[src/rtl/multicycle_ctrl.sv]
// Main control FSM of the multicycle RV32I core: sequences the shared ALU,
// register file, memory port and PC over 3-5 cycles per instruction.
module multicycle_ctrl #(
  parameter bit MEM_WAIT_EN = 1'b1,
  parameter int RETIRE_W    = 16
) (
  input  logic                clk,
  input  logic                rst,
  input  logic [6:0]          op,
  input  logic [2:0]          f3,
  input  logic                brTaken,
  input  logic                memReady,
  output logic                pcWrite,
  output logic                adrSrc,
  output logic                irWrite,
  output logic                memWrite,
  output logic                regWrite,
  output logic [1:0]          resultSrc,
  output logic [1:0]          aluSrcA,
  output logic [1:0]          aluSrcB,
  output logic [1:0]          aluOp,
  output logic [1:0]          immSrc,
  output logic                illegalOp,
  output logic                instrDone,
  output logic [RETIRE_W-1:0] retired,
  output logic [3:0]          state
);

  typedef enum logic [3:0] {
    S_FETCH    = 4'd0,
    S_DECODE   = 4'd1,
    S_MEMADR   = 4'd2,
    S_MEMREAD  = 4'd3,
    S_MEMWB    = 4'd4,
    S_MEMWRITE = 4'd5,
    S_EXECR    = 4'd6,
    S_EXECI    = 4'd7,
    S_ALUWB    = 4'd8,
    S_BRANCH   = 4'd9,
    S_JAL      = 4'd10
  } state_t;

  localparam logic [6:0] OP_LOAD   = 7'b0000011;
  localparam logic [6:0] OP_STORE  = 7'b0100011;
  localparam logic [6:0] OP_RTYPE  = 7'b0110011;
  localparam logic [6:0] OP_ITYPE  = 7'b0010011;
  localparam logic [6:0] OP_BRANCH = 7'b1100011;
  localparam logic [6:0] OP_JAL    = 7'b1101111;

  state_t              r_state;
  state_t              w_next;
  logic [RETIRE_W-1:0] r_retired;

  logic       w_mem_rdy;
  logic       w_pc_update;
  logic       w_branch;
  logic       w_adr_src;
  logic       w_ir_write;
  logic       w_mem_write;
  logic       w_reg_write;
  logic [1:0] w_result_src;
  logic [1:0] w_alu_src_a;
  logic [1:0] w_alu_src_b;
  logic [1:0] w_alu_op;
  logic [1:0] w_imm_src;
  logic       w_illegal;
  logic       w_done;
  logic       w_unused;

  // brTaken already reflects the f3-selected condition, so f3 is not decoded here.
  assign w_unused  = ^f3;
  assign w_mem_rdy = MEM_WAIT_EN ? memReady : 1'b1;

  always_ff @(posedge clk) begin
    if (rst) begin
      r_state   <= S_FETCH;
      r_retired <= '0;
    end else begin
      r_state   <= w_next;
      r_retired <= r_retired + RETIRE_W'(w_done);
    end
  end

  always_comb begin
    w_next       = S_FETCH;
    w_pc_update  = 1'b0;
    w_branch     = 1'b0;
    w_adr_src    = 1'b0;
    w_ir_write   = 1'b0;
    w_mem_write  = 1'b0;
    w_reg_write  = 1'b0;
    w_result_src = 2'b00;
    w_alu_src_a  = 2'b00;
    w_alu_src_b  = 2'b00;
    w_alu_op     = 2'b00;
    w_illegal    = 1'b0;
    w_done       = 1'b0;
    case (r_state)
      S_FETCH: begin
        w_alu_src_b  = 2'b10;
        w_result_src = 2'b10;
        w_ir_write   = w_mem_rdy;
        w_pc_update  = w_mem_rdy;
        w_next       = w_mem_rdy ? S_DECODE : S_FETCH;
      end
      S_DECODE: begin
        w_alu_src_a = 2'b01;
        w_alu_src_b = 2'b01;
        case (op)
          OP_LOAD, OP_STORE: w_next = S_MEMADR;
          OP_RTYPE:          w_next = S_EXECR;
          OP_ITYPE:          w_next = S_EXECI;
          OP_BRANCH:         w_next = S_BRANCH;
          OP_JAL:            w_next = S_JAL;
          default: begin
            w_illegal = 1'b1;
            w_done    = 1'b1;
            w_next    = S_FETCH;
          end
        endcase
      end
      S_MEMADR: begin
        w_alu_src_a = 2'b10;
        w_alu_src_b = 2'b01;
        w_next      = (op == OP_LOAD) ? S_MEMREAD : S_MEMWRITE;
      end
      S_MEMREAD: begin
        w_adr_src = 1'b1;
        w_next    = w_mem_rdy ? S_MEMWB : S_MEMREAD;
      end
      S_MEMWB: begin
        w_result_src = 2'b01;
        w_reg_write  = 1'b1;
        w_done       = 1'b1;
      end
      S_MEMWRITE: begin
        // The write strobe stays up for the whole wait; completion retires the store.
        w_adr_src   = 1'b1;
        w_mem_write = 1'b1;
        w_done      = w_mem_rdy;
        w_next      = w_mem_rdy ? S_FETCH : S_MEMWRITE;
      end
      S_EXECR: begin
        w_alu_src_a = 2'b10;
        w_alu_op    = 2'b10;
        w_next      = S_ALUWB;
      end
      S_EXECI: begin
        w_alu_src_a = 2'b10;
        w_alu_src_b = 2'b01;
        w_alu_op    = 2'b10;
        w_next      = S_ALUWB;
      end
      S_ALUWB: begin
        w_reg_write = 1'b1;
        w_done      = 1'b1;
      end
      S_BRANCH: begin
        w_alu_src_a = 2'b10;
        w_alu_op    = 2'b01;
        w_branch    = 1'b1;
        w_done      = 1'b1;
      end
      S_JAL: begin
        w_alu_src_a = 2'b01;
        w_alu_src_b = 2'b10;
        w_pc_update = 1'b1;
        w_next      = S_ALUWB;
      end
      default: w_next = S_FETCH;
    endcase
  end

  always_comb begin
    case (op)
      OP_JAL:    w_imm_src = 2'b11;
      OP_BRANCH: w_imm_src = 2'b10;
      OP_STORE:  w_imm_src = 2'b01;
      default:   w_imm_src = 2'b00;
    endcase
  end

  // Reset masks every output combinationally, including the debug state.
  assign pcWrite   = ~rst & (w_pc_update | (w_branch & brTaken));
  assign adrSrc    = ~rst & w_adr_src;
  assign irWrite   = ~rst & w_ir_write;
  assign memWrite  = ~rst & w_mem_write;
  assign regWrite  = ~rst & w_reg_write;
  assign resultSrc = rst ? 2'b00 : w_result_src;
  assign aluSrcA   = rst ? 2'b00 : w_alu_src_a;
  assign aluSrcB   = rst ? 2'b00 : w_alu_src_b;
  assign aluOp     = rst ? 2'b00 : w_alu_op;
  assign immSrc    = rst ? 2'b00 : w_imm_src;
  assign illegalOp = ~rst & w_illegal;
  assign instrDone = ~rst & w_done;
  assign retired   = rst ? '0 : r_retired;
  assign state     = rst ? 4'd0 : r_state;

endmodule

[config.mk]
export PLATFORM = sky130hd
export DESIGN_NAME = multicycle_ctrl
export DESIGN_NICKNAME = d
export VERILOG_FILES = /design/src/rtl/multicycle_ctrl.sv
export SDC_FILE = /design/constraint.sdc
export NUM_CORES = 1
export LEC_CHECK = 0
export CAP_MARGIN = 20
export CORE_ASPECT_RATIO = 1.25
export CORE_MARGIN = 5
export CORE_UTILIZATION = 41
export CTS_CLUSTER_SIZE = 24
export DETAILED_ROUTE_END_ITERATION = 6
export PLACE_DENSITY = 0.77
export SLEW_MARGIN = 10
export SYNTH_ARGS = -nofsm -noshare
export SYNTH_HDL_FRONTEND = slang
export SYNTH_SLANG_ARGS = --single-unit
[constraint.sdc]
create_clock -name clk -period 2.1 [get_ports clk]
set_input_delay 0.42 -clock clk [delete_from_list [all_inputs] [get_ports clk]]
set_output_delay 0.42 -clock clk [all_outputs]
set_load 0.01 [all_outputs]
==> summary.md <==
| Metric | Value |
|---|---|
| Result of the run | finished clean |
| Io pins | 51 |
| Number of design rule violations left after detail routing | 0 |
| Highest achievable clock rate | about 0.48 GHz |
| Number of placed instances with taps included | 301 |
| Crit Path Class | in2reg |
| Syn Area/Cell | 7.53 um^2 |
| Antenna-violating nets left | 0 |
| FF-to-FF setup slack | 0.04 ns |
| Unrepaired setup endpoints after global routing | true |
| Dominant register cell in the synthesized netlist | sky130_fd_sc_hd__dfxtp_1 |
| Number of port buffers | 47 |
| Area after detailed placement | roughly 2200 um^2 |
| Start point of the worst min-delay path | r_retired[13] |
| Library cell occupying the most area in the post-synthesis netlist | sky130_fd_sc_hd__dfxtp_1 |
| TritonCTS clock tree | built |
| Share of layout cells above drive strength 1 | 29.2% |
| Cell chain of the critical path | dlygate4sd2_1 -> and3b_2 -> nor2_2 -> o31ai_2 -> buf_4 -> nand2_4 -> ha_4 -> ha_4 -> nand3_4 -> nor3_4 -> mux2_4 |
| Number of unique standard cell types used by synthesis | 43 |
| Clock tree root buffer cell | sky130_fd_sc_hd__clkbuf_8 |
| Antenna Cells | 0 |
| Final global-route overflow total | 0 |
| Main area contributors after synthesis | sky130_fd_sc_hd__dfxtp_1, sky130_fd_sc_hd__nor2b_1, sky130_fd_sc_hd__nor2_1 |
| Highest metal layer with signal wires | met4 |
| Via count of the first global-routing pass | 1589 |
| Detail Placement HPWL | 3180 um |
| Place WS | -0.721 ns |
| Final layout net count | 284 |
| Longest Clk Path Bufs | 2 |
| Vias | approximately 1600 |
| Most common library cell in the layout ignoring fill and taps | sky130_fd_sc_hd__buf_4 |
| Drt wl/cell | 14.3 um |
| Drt first-iter violations | 78 |
| Critical path's slowest cell | sky130_fd_sc_hd__mux2_4 |
| Proportion of synthesized flip-flops having asynchronous set or reset | 0% |
| Depth of the worst register-to-register path | 10 |
| Yosys warns | 0 |
| Summed negative setup slack over all endpoints | 0 ns |
| Final count of pins violating max slew | 0 |
| Number of max-cap violations | 0 |
| Hold crit path type | reg2reg |
| Detailed-routing wirelength on met1 | approximately 1700 um |
| Power Density | roughly 400 nW/um^2 |
| Synthesis-to-finish area growth | 61.9% |
| FF-to-FF Start | r_state[1] |
| Clock transition time at the flip-flop clock pins of the worst setup and hold paths | 0.08 ns |
| Effective utilization at floorplan | between 40% and 50% |
| Finish-stage setup viols | 0 |
| Total number of placement rows | 24 |
| Number of hold violations in the final report | 0 |
| Post-synthesis instance area | 1450 um^2 |
| Total Routing Usage GR | 17.6% |
| Worst endpoint required time | 2.27 ns |
| Number of antenna violations at the first check in global routing | 0 |
| Net count of the mapped netlist | 208 |
| Number of search-and-repair iterations in the first detailed-routing pass | 4 |
| Most numerous cell on the critical path | sky130_fd_sc_hd__ha_4 |
| First-pass GRT wire length | 7180 um |
| H-tree depth | 1 |
| Worst Hold Path Cells | 2 |
| Top-area cell type share of the netlist area | 27.7% |
| Die extent in y | around 76 um |
| CTS buffer count | 3 |
| Post-synth EDFFs | 0 |
| Critical path fanouts, max | 4 |
| Met3 routed WL | 214 um |
| Capturing element type of the critical path | register |
| Leading cell types in the layout, fill and taps excluded | sky130_fd_sc_hd__buf_4, sky130_fd_sc_hd__dlygate4sd2_1, sky130_fd_sc_hd__nor2_1 |
| Avg Vias per Cell | 5.36 |
| Headroom to the max-slew limit | 77.9% |
| Sink count of the clock tree | 20 |
| Worst skew pair latency | 0.27 ns |
| Quantity of hold-fixing buffers added after cts | 0 |
| Core Region | between 3000 and 4000 um^2 |
| Largest stage delay on the critical path | 0.32 ns |
| Final critical delay including setup and external delays | between 2 and 2.5 ns |
| Worst-margin pin slew | 0.330 ns |
| Final estimated routing congestion in global placement | 0.905 |
| Critical path launch point type | input pin |
| Detail Route met2 WL | around 2400 um |
| Leakage component of the power | 1.02 nW |
| Fin util | about two thirds |
| Chip width | 63.1 um |
| Sequential area share after synthesis | 27.7% |
| Post-synthesis cell count | between 150 and 200 |
| Hold path endpoint | r_retired[13] |
| Signal arrival time at the worst endpoint | approximately 2.3 ns |
| Non-filler instance count after layout | 306 |
| Total non-filler cell area in the finished layout | 2340 um^2 |
| Post-detailed-routing wire length | about 4400 um |
| Area enclosed by the die boundary | just under 5000 um^2 |
| Worst VDD drop | 422 uV |
| Maximum number of pins on one net before global-route repair | 24 |
| Number of synthesized register bits | 20 |
| R2r endpoint | r_retired[14] |
| Final cycle utilization of the critical path | approximately 100% |
| Worst Skew | ~0.012 ns |
| Final setup margin | 0.00983 ns |
[registers in the layout, summed over array words and instances (netlist names)]
register and flops:
r_state 4, r_retired 16
[power breakdown]
group          internal [mW]  total [mW]  switching, mW
registers              0.381       0.387        0.00552
clock network          0.255       0.392          0.137
logic                 0.0789       0.157         0.0776
[timing repair]
item | 4_1_cts | 5_1_grt
buffers inserted | 0 | 1
pin swaps | 6 | 8
setup endpoints to repair | 52 | 21
gates resized for setup | 73 | 28
[worst max-delay path by stage]
| stage | from | endpoint | slack, ns | cells after the start |
|---|---|---|---|---|
| floorplan | op[3] | r_retired[15] | -0.002 | 9 |
| global placement | op[2] | r_retired[14] | -0.56 | 10 |
| detailed placement | op[2] | r_retired[14] | -0.72 | 10 |
| CTS | r_state[0] | pcWrite | -0.004 | 5 |
| global route | op[5] | r_retired[14] | -0.07 | 11 |
| finish | op[5] | r_retired[14] | 0.01 | 11 |
[kinds of logic after synthesis]
logic type,count (synthesis),share of synthesized area [%]
multiplexers,4,3.12
XOR/XNOR,13,7.88
AO/OA/AOI/OAI,23,9.78
AND/OR/NAND/NOR,118,46.0
flip-flops,20,27.7
adder cells (fa/ha/maj),2,1.73
buffers and inverters,12,3.81
[stage by stage]
stage               power, mW  hold slack (ns)
global route            0.978            0.591
floorplan               0.464            0.498
detailed placement      0.554            0.527
finish                  0.935            0.558
global placement        0.551            0.517
CTS                     0.925            0.553
[layer usage]
metal	track usage, %	vias to the layer above
met3	2.95	7
met2	33.1	46
met1	19.4	761
met4	6.16	0
li1	-	826
met5	0	-
[cell type report]
class | count | area [um^2]
clock buffers | 3 | 41.3
repair buffers | 81 | 676
clock inverters | 1 | 30.0
fillers | 291 | 1110
multi-input cells | 160 | 1120
well taps | 39 | 48.8
flip-flops and latches | 20 | 410
inverters | 2 | 11.3
[worst max-delay path, delay by kind of cell]
| family | cells | cell delay (ns) |
|---|---|---|
| buffers and inverters | 2 | 0.40 |
| AOI/OAI and AO/OA | 1 | 0.09 |
| adders and majority gates | 2 | 0.31 |
| and+or+nand+nor | 5 | 0.72 |
| muxes | 1 | 0.32 |
[cells in the mapped netlist (all sizes together), types with 2 or more instances]
| master | n |
|---|---|
| nand2 | 9 |
| and3 | 5 |
| nor2b | 23 |
| nand2b | 10 |
| inv | 2 |
| clkbuf | 5 |
| a21oi | 7 |
| ha | 2 |
| nor3 | 17 |
| buf | 5 |
| nor2 | 28 |
| nand3 | 7 |
| nand4 | 3 |
| xnor2 | 7 |
| dfxtp | 20 |
| nor4 | 7 |
| mux2 | 4 |
| o21ai | 7 |
| xor2 | 6 |
(Power assumes the default switching activity.)
